### config.mk
export PLATFORM = sky130hd
export DESIGN_NAME = addsh_share_ctrl
export DESIGN_NICKNAME = d
export VERILOG_FILES = /design/src/rtl/addsh_pkg.sv /design/src/rtl/rr_arb.sv /design/src/rtl/addsh_share_ctrl.sv
export SDC_FILE = /design/constraint.sdc
export NUM_CORES = 1
export LEC_CHECK = 0
export ABC_AREA = 1
export CAP_MARGIN = 40
export CELL_PAD_IN_SITES_DETAIL_PLACEMENT = 2
export CELL_PAD_IN_SITES_GLOBAL_PLACEMENT = 2
export CORE_MARGIN = 2
export CORE_UTILIZATION = 27
export CTS_BUF_LIST = sky130_fd_sc_hd__clkbuf_4 sky130_fd_sc_hd__clkbuf_8
export CTS_CLUSTER_DIAMETER = 100
export CTS_CLUSTER_SIZE = 28
export DETAILED_ROUTE_END_ITERATION = 8
export GPL_TIMING_DRIVEN = 0
export HOLD_SLACK_MARGIN = 0.02
export PLACE_DENSITY_LB_ADDON = 0.1
export REMOVE_ABC_BUFFERS = 1
export SLEW_MARGIN = 20
export SYNTH_ARGS = -nofsm -noshare
export SYNTH_HDL_FRONTEND = slang
export SYNTH_SLANG_ARGS = --single-unit
### constraint.sdc
create_clock -name clk -period 4.8 [get_ports clk]
set_input_delay 0.48 -clock clk [delete_from_list [all_inputs] [get_ports clk]]
set_output_delay 0.48 -clock clk [all_outputs]
set_load 0.02 [all_outputs]
### src/rtl/addsh_pkg.sv
// Shared definitions for the add-and-double sharing controller.
//   state_t     : controller states (2-bit encoding)
//   SUM_GROWTH  : bits the result gains over one operand; the add gives
//                 one extra bit and the doubling gives another
//   sum_width() : result width for a given operand width
package addsh_pkg;

  typedef enum logic [1:0] {
    IDLE    = 2'd0,
    COMPUTE = 2'd1,
    RESP    = 2'd2
  } state_t;

  localparam int SUM_GROWTH = 2;

  function automatic int sum_width(input int dw);
    return dw + SUM_GROWTH;
  endfunction

endpackage

### src/rtl/rr_arb.sv
// Combinational round-robin arbiter.
// Searches req starting at rr_ptr and wrapping modulo N_REQ. The first
// set bit it finds wins.
//   req       in  N_REQ  request vector
//   rr_ptr    in  IDW    highest-priority index for this search
//   grant     out N_REQ  one-hot grant, zero if nothing requests
//   grant_idx out IDW    index of the granted requester, 0 if none
//   gnt_any   out 1      at least one requester is active
module rr_arb #(
  parameter int N_REQ = 4,
  parameter int IDW   = $clog2(N_REQ)
) (
  input  logic [N_REQ-1:0] req,
  input  logic [IDW-1:0]   rr_ptr,
  output logic [N_REQ-1:0] grant,
  output logic [IDW-1:0]   grant_idx,
  output logic             gnt_any
);

  logic           found;
  logic [IDW-1:0] idx;

  assign gnt_any = |req;

  // The loop visits candidates in priority order: rr_ptr, rr_ptr+1, and so on.
  // The found flag keeps the first hit, so later hits cannot override it.
  always_comb begin
    grant     = '0;
    grant_idx = '0;
    found     = 1'b0;
    idx       = '0;
    for (int k = 0; k < N_REQ; k++) begin
      idx = IDW'((int'(rr_ptr) + k) % N_REQ);
      if (!found && req[idx]) begin
        found      = 1'b1;
        grant_idx  = idx;
        grant[idx] = 1'b1;
      end
    end
  end

endmodule

### src/rtl/addsh_share_ctrl.sv
// Round-robin sharing of one registered add-and-double unit, (a + b) << 1,
// between N_REQ requesters. Results are tagged with the index of the
// requester that owns them.
//   clk        in  1         system clock, rising edge
//   rst        in  1         synchronous active-high reset
//   req_valid  in  N_REQ     per-requester operand pair valid
//   req_ready  out N_REQ     per-requester accept, one-hot or zero
//   req_a      in  N_REQ*DW  operand a, requester i at [i*DW +: DW]
//   req_b      in  N_REQ*DW  operand b, same packing
//   rsp_valid  out 1         result valid
//   rsp_ready  in  1         consumer accepts the result
//   rsp_id     out IDW       owner of the result
//   rsp_sum    out DW+2      full-width (a + b) << 1
//   busy       out 1         controller is not idle
//   op_count   out CW        completed response handshakes, wraps
module addsh_share_ctrl
  import addsh_pkg::*;
#(
  parameter int N_REQ = 4,
  parameter int DW    = 8,
  parameter int IDW   = 2,
  parameter int CW    = 16
) (
  input  logic                    clk,
  input  logic                    rst,
  input  logic [N_REQ-1:0]        req_valid,
  output logic [N_REQ-1:0]        req_ready,
  input  logic [N_REQ*DW-1:0]     req_a,
  input  logic [N_REQ*DW-1:0]     req_b,
  output logic                    rsp_valid,
  input  logic                    rsp_ready,
  output logic [IDW-1:0]          rsp_id,
  output logic [sum_width(DW)-1:0] rsp_sum,
  output logic                    busy,
  output logic [CW-1:0]           op_count
);

  localparam int RW = sum_width(DW);

  state_t         state, state_next;
  logic [IDW-1:0] rr_ptr, ptr_next;
  logic [DW-1:0]  a_q, b_q, sel_a, sel_b;
  logic [IDW-1:0] id_q;

  logic [N_REQ-1:0] grant;
  logic [IDW-1:0]   grant_idx;
  logic             gnt_any;
  logic             window;
  logic             accept;

  rr_arb #(
    .N_REQ (N_REQ),
    .IDW   (IDW)
  ) u_arb (
    .req       (req_valid),
    .rr_ptr    (rr_ptr),
    .grant     (grant),
    .grant_idx (grant_idx),
    .gnt_any   (gnt_any)
  );

  // Only the granted slice reaches the operand registers. Junk on the other
  // requesters' buses therefore never reaches an output.
  assign sel_a    = req_a[grant_idx*DW +: DW];
  assign sel_b    = req_b[grant_idx*DW +: DW];
  assign ptr_next = (grant_idx == IDW'(N_REQ - 1)) ? '0 : grant_idx + IDW'(1);
  assign busy     = (state != IDLE);

  // Accept window and next-state logic. The window also opens in RESP while
  // the consumer is taking the result. A new operand can then be captured on
  // the same edge, which gives one result every two cycles.
  always_comb begin
    window     = 1'b0;
    state_next = state;
    case (state)
      IDLE:    window = 1'b1;
      RESP:    window = rsp_ready;
      default: window = 1'b0;
    endcase

    req_ready = (window && gnt_any) ? grant : '0;
    accept    = |(req_valid & req_ready);

    case (state)
      IDLE:    if (accept) state_next = COMPUTE;
      COMPUTE: state_next = RESP;
      RESP:    if (rsp_ready) state_next = accept ? COMPUTE : IDLE;
      default: state_next = IDLE;
    endcase
  end

  // State, operand capture, datapath and counter. rsp_id and rsp_sum keep
  // their last value after the handshake. rsp_valid alone marks them as live.
  always_ff @(posedge clk) begin
    if (rst) begin
      state     <= IDLE;
      rr_ptr    <= '0;
      a_q       <= '0;
      b_q       <= '0;
      id_q      <= '0;
      rsp_valid <= 1'b0;
      rsp_id    <= '0;
      rsp_sum   <= '0;
      op_count  <= '0;
    end else begin
      state <= state_next;
      if (accept) begin
        a_q    <= sel_a;
        b_q    <= sel_b;
        id_q   <= grant_idx;
        rr_ptr <= ptr_next;
      end
      case (state)
        COMPUTE: begin
          rsp_sum   <= ({2'b00, a_q} + {2'b00, b_q}) << 1;
          rsp_id    <= id_q;
          rsp_valid <= 1'b1;
        end
        RESP: begin
          if (rsp_ready) begin
            op_count  <= op_count + CW'(1);
            rsp_valid <= 1'b0;
          end
        end
        default: ;
      endcase
    end
  end

endmodule

# == Word level (Yosys, flattened, before mapping) ==
# Index checks and enable logic that the tools add are counted.
# word_totals
word_cells,89
out_inout_bits,34
input_bits,71
register_bits,50
# op_classes
n_reduce_logical,19
shifts,2
n_mux,36
eq_ne,5
magnitude_cmp,8
n_bitwise,4
addsub,6
# op_table
op,count
$shiftx A32 B6 Y8,2
$mux W4,5
$add A16 B1 Y16 const B,1
$mux W2,7
$mux W1,13
$lt A2 B3 Y1 const B,4
$or A4 B4 Y4,3
$add A8 B8 Y9,1
$bmux W1 S2,4
$demux W1 S2,4
$ge A2 B1 Y1 const B,4
$logic_and A1 B1 Y1,8
$reduce_or A4 Y1,2
$pmux W2 S3,1
$reduce_and A2 Y1,3
$add A2 B1 Y2 const B,2
$add A2 B2 Y2 const B,2
$and A4 B4 Y4,1
$eq A2 B2 Y1 const B,2
$ne A2 B2 Y1 const B,2
$pmux W1 S2,2
$reduce_bool A2 Y1,2
$logic_not A1 Y1,3
$eq A2 B1 Y1 const B,1
$logic_not A2 Y1,1

# == Longest topological paths before layout ==
# depth
depth_word,18
depth_mapped,19
mapped_depth_nobuf,17

# == Cells and area by module ==
# From an unflattened synthesis, not the netlist that was laid out.
# unflattened
hier_cells,573
hier_area_um2,3599.7
# modules_own_cells
module,seq_area_each_um2,area_each_um2,n_inst,cells_each
addsh_share_ctrl,1001.0,3065.4,1,490
rr_arb,0.0,534.3,1,83

# == Least setup slack after synthesis ==
# OpenSTA, ideal clock, no wires.
# synth_path
path_kind,register -> register
from,reg rr_ptr[1]
to,reg rr_ptr[1]
synth_period_minus_slack_ps,2295
required_ps,4687
setup_time_ps,113
arrival_ps,2182
path_slack_ps,2505
path_stages_with_launch,15
path_buffers,2
cell_sequence,dfxtp_1 > inv_1 > ha_1 > inv_1 > nand3_1 > nand2_1 > nor2_4 > buf_6 > nand3_1 > nand2_2 > nand2_4 > buf_6 > ha_1 > nor2_1 > nor2_1
# synth_between
word_cells_on_any_way,57
classes_between,add/sub: 4; order compare: 8; eq/ne: 1; mux: 29; bitwise: 4; reduce/logical: 11
# synth_rtl
item,line,source
start: declaration,addsh_share_ctrl.sv:41,"logic [IDW-1:0] rr_ptr, ptr_next;"
start signal: assignment,addsh_share_ctrl.sv:111,rr_ptr <= ptr_next;
"parallel branches: the longest is 11 deep, another holds $add A2 B1 Y2",-,
$mux W2 (*),rr_arb.sv:34,if (!found && req[idx]) begin
named net grant_idx[1],addsh_share_ctrl.sv:46,logic [IDW-1:0] grant_idx;
$add A2 B1 Y2 or $eq A2 B2 Y1 (tied branches),addsh_share_ctrl.sv:66,assign ptr_next = (grant_idx == IDW'(N_REQ - 1)) ? '0 : grant_idx + IDW'(1);
$mux W2 (*),addsh_share_ctrl.sv:66,
named net ptr_next[1],addsh_share_ctrl.sv:41,
# Mark *: on every way through the listed nets, which the timed path passes. The select of a mux whose other input is x is not followed.
# A chain may end at the register's enable or synchronous reset.

# == Worst setup path in the final report ==
# layout_path
from,reg rr_ptr[0]
to,out req_ready[3]
# layout_between
elab_chain_cells,13
word_cells_on_any_way,48
classes_between,add/sub: 3; order compare: 8; mux: 24; bitwise: 3; reduce/logical: 10
# layout_lines
item,line,source
"parallel branches: the longest is 11 deep, another holds $lt A2 B3 Y1",-,
$mux W4 (*),rr_arb.sv:34,
$mux W4 (*),addsh_share_ctrl.sv:81,req_ready = (window && gnt_any) ? grant : '0;
end: declaration,addsh_share_ctrl.sv:27,"output logic [N_REQ-1:0] req_ready,"
# Mark *: on every way between the ends. The select of a mux whose other input is x is not followed.

==> flow_summary_export.csv <==
group,metric,value,unit
status,status,"finished, final reports clean",
route,firstDrtPassIters,4,
clock_network,cts_buffer_depth,2,
cells_and_area,fin_nets,750,
sta,worst_slew_pin_slew,0.5904,ns
setup_path,arrival,3.07,ns
setup_path,cp.required,4.32,ns
setup_path,crit_path_max_fanout,13,
logic_synthesis,synth-seq-cells,50,
sta,period_share,73.91,%
placement,port_buffers,103,
route,wire_per_inst,14.08,um
cells_and_area,stdcell_count,838,
sta,min_period,3.548,ns
logic_synthesis,synth_cells,568,
logic_synthesis,avgSynthCellArea,6.320,sq um
die,die_w,119.3,um
setup_path,setup.worst_path.start_class,"flop",
clock_network,path_clk_slew,0.10,ns
die,rows,42,
route,ant_nets,0,
clock_network,post-cts-setup-buffer-count,0,
pwr,p_leak,2.327,nW
cells_and_area,drive_above_1_share,5.136,%
logic_synthesis,synth_area,3590,sq um
clock_network,clk_latency,0.30,ns
sta,slew_headroom,60.59,%
die,ios,105,
clock_network,cts.sinks,50,
logic_synthesis,synth_cell_type_count,37,
clock_network,cts_resized,0,
logic_synthesis,synth_flop_cell,"dfxtp_1",
clock_network,ctsRootBufferMaster,"clkbuf_8",
cells_and_area,diodes,0,
logic_synthesis,synthArstFlopShare,0,%
route,drt_iter0_drc,99,
route,remaining_drc_errors,0,
die,die_area,14230,sq um
logic_synthesis,synth_edf_count,0,
sta,fmax,281.9,MHz
setup_path,cp-end-kind,"output pin",
setup_path,path_class,"flop to output pin",
route,drt-total-wl,11800,um
grt,grt_pass1_wl,19910,um
hold_path,min_path_type,"flop to flop",
sta,fin_tns_setup,0,ns
die,start_util,27.32,%
sta,skew,0.007619,ns
clock_network,ctsHoldBuffers,0,
sta,hold_viol,0,
job,drv_cap,0,
die,die_height,119.3,um
clock_network,cts.htree.levels,2,
pwr,vdd_drop_max,174.0,uV
grt,grt_pass1_vias,4217,
logic_synthesis,seq_area_frac_synth,27.88,%
pwr,power_density,582.9,nW/um^2
placement,place_area,4751,sq um
sta,rsz0062_at_grt,"false",
grt,grt_max_degree,42,
logic_synthesis,yosysWarnings,0,
clock_network,cts_tree,"built",
route,dr_total_vias,3928,
sta,drv_slew,0,
placement,finalWeightedCongestion,0.8067,
cells_and_area,fin_area,4893,sq um
placement,dp.cells,830,
grt,antenna_found_initial,0,
grt,grt_overflow,0,
clock_network,cts-buffers-inserted,5,
sta,setup_violations,0,
grt,grt_usage,16.80,%
cells_and_area,synthToLayoutAreaGrowth,36.32,%
placement,hpwlAfterDp,9093,um
die,core_area,13140,sq um
route,via_per_inst,4.687,
cell type report:
type / instances / area (sq um)
fillers: 1618 / 8244
multi-input cells: 400 / 2073
repair buffers: 106 / 1081
flip-flops and latches: 50 / 1001
inverters: 98 / 375.4
well taps: 176 / 220.2
clock buffers: 6 / 82.58
clock inverters: 2 / 60.06
synth_stat cells (2+ instances only):
| master | n | area share [%] |
|---|---|---|
| ha_1 | 17 | 5.9 |
| buf_2 | 6 | 0.84 |
| dfxtp_1 | 50 | 28 |
| a21boi_0 | 5 | 1.0 |
| buf_6 | 6 | 1.9 |
| nand3b_1 | 9 | 1.9 |
| buf_4 | 3 | 0.63 |
| nand3_2 | 5 | 1.4 |
| nand2_4 | 6 | 1.9 |
| o21ai_0 | 23 | 3.2 |
| xor2_1 | 6 | 1.5 |
| nor2_2 | 2 | 0.35 |
| o21a_1 | 2 | 0.42 |
| nand3_1 | 57 | 7.9 |
| nor2_1 | 82 | 8.6 |
| inv_1 | 93 | 9.7 |
| nand2_1 | 114 | 12 |
| o211ai_1 | 7 | 1.5 |
| clkbuf_1 | 4 | 0.42 |
| inv_2 | 2 | 0.21 |
| nand4_1 | 4 | 0.70 |
| a21oi_1 | 22 | 3.1 |
| nor3_1 | 4 | 0.56 |
| o21ai_1 | 23 | 3.2 |
| nand2_2 | 4 | 0.70 |
routing by layer:
metal / GRT usage [%] / routed length [um] / vias to the layer above
met3: 1.772 / 326 / 7
met1: 19.76 / 5149 / 1882
met2: 32.97 / 6231 / 67
li1: - / - / 1972
met5: 0 / 0 / -
met4: 2.721 / 95 / 0
placed cells by master, fill, tap and decap left out, types with 2 or more instances in the layout:
| cell type | Yosys | routed |
|---|---|---|
| inv_2 | 2 | 2 |
| nand2_4 | 6 | 6 |
| nor2_1 | 82 | 82 |
| nor3_1 | 4 | 4 |
| clkbuf_8 | 0 | 6 |
| ha_1 | 17 | 17 |
| clkdlybuf4s50_1 | 0 | 103 |
| nand4_1 | 4 | 4 |
| xor2_1 | 6 | 6 |
| a21oi_1 | 22 | 22 |
| a21boi_0 | 5 | 5 |
| o21a_1 | 2 | 2 |
| o21ai_1 | 23 | 23 |
| nand3b_1 | 9 | 9 |
| nand3_2 | 5 | 5 |
| o211ai_1 | 7 | 7 |
| nand3_1 | 57 | 57 |
| inv_1 | 93 | 93 |
| nand2_1 | 114 | 114 |
| nand2_2 | 4 | 4 |
| nor2_2 | 2 | 2 |
| o21ai_0 | 23 | 23 |
| bufinv_16 | 0 | 2 |
| dfxtp_1 | 50 | 50 |
logic make-up after synthesis:
kind of cell | synth area share (%)
buf+inv | 14.36
flops | 27.88
compound gates | 13.32
other cells | 0.1045
xor+xnor | 1.464
fa+ha+maj | 6.483
simple gates | 36.39
stage by stage:
| step | util [%] | power, mW | hold WS, ns | setup slack [ns] |
|---|---|---|---|---|
| after floorplan | - | 1.859 | 0.4276 | 2.039 |
| after global placement | 35.78 | 2.420 | 0.4449 | 1.137 |
| after detailed placement | 36.16 | 2.522 | 0.4632 | 1.439 |
| after CTS | 37.25 | 2.916 | 0.4809 | 1.212 |
| after global routing | 37.25 | 3.176 | 0.4894 | 1.019 |
| final | 37.25 | 2.852 | 0.4791 | 1.252 |
worst max-delay path, cell delays in order, from the launching register on:
cell,delay [ns]
dfxtp_1,0.71
inv_6,0.14
ha_1,0.39
inv_1,0.15
nand3_1,0.09
nand2_1,0.08
nand2_1,0.05
inv_1,0.18
nand3_1,0.11
nand3_1,0.13
nand2_1,0.07
inv_1,0.05
clkdlybuf4s50_1,0.60
report_power, final:
part | switching [mW] | internal, mW
registers | 0.0760 | 0.518
clock network | 0.147 | 0.222
logic | 1.23 | 0.663
flip-flops by register name, indices dropped and copies added, names as in the netlist:
signal	cells
state	2
rsp_id	2
rsp_sum	9
op_count	16
rr_ptr	2
rsp_valid	1
a_q	8
b_q	8
id_q	2
final timing paths:
check	from	endpoint	slack [ns]	depth (start not counted)
setup reg to reg	rr_ptr[0]$_SDFFE_PP0P_	a_q[3]$_SDFFE_PP0P_	1.43	15
hold / removal	id_q[1]$_SDFFE_PP0P_	rsp_id[1]$_SDFFE_PP0P_	0.48	2
hold reg to reg	id_q[1]$_SDFFE_PP0P_	rsp_id[1]$_SDFFE_PP0P_	0.48	2
setup / recovery	rr_ptr[0]$_SDFFE_PP0P_	req_ready[3]	1.25	12
Power figures use the tool's default switching activity.
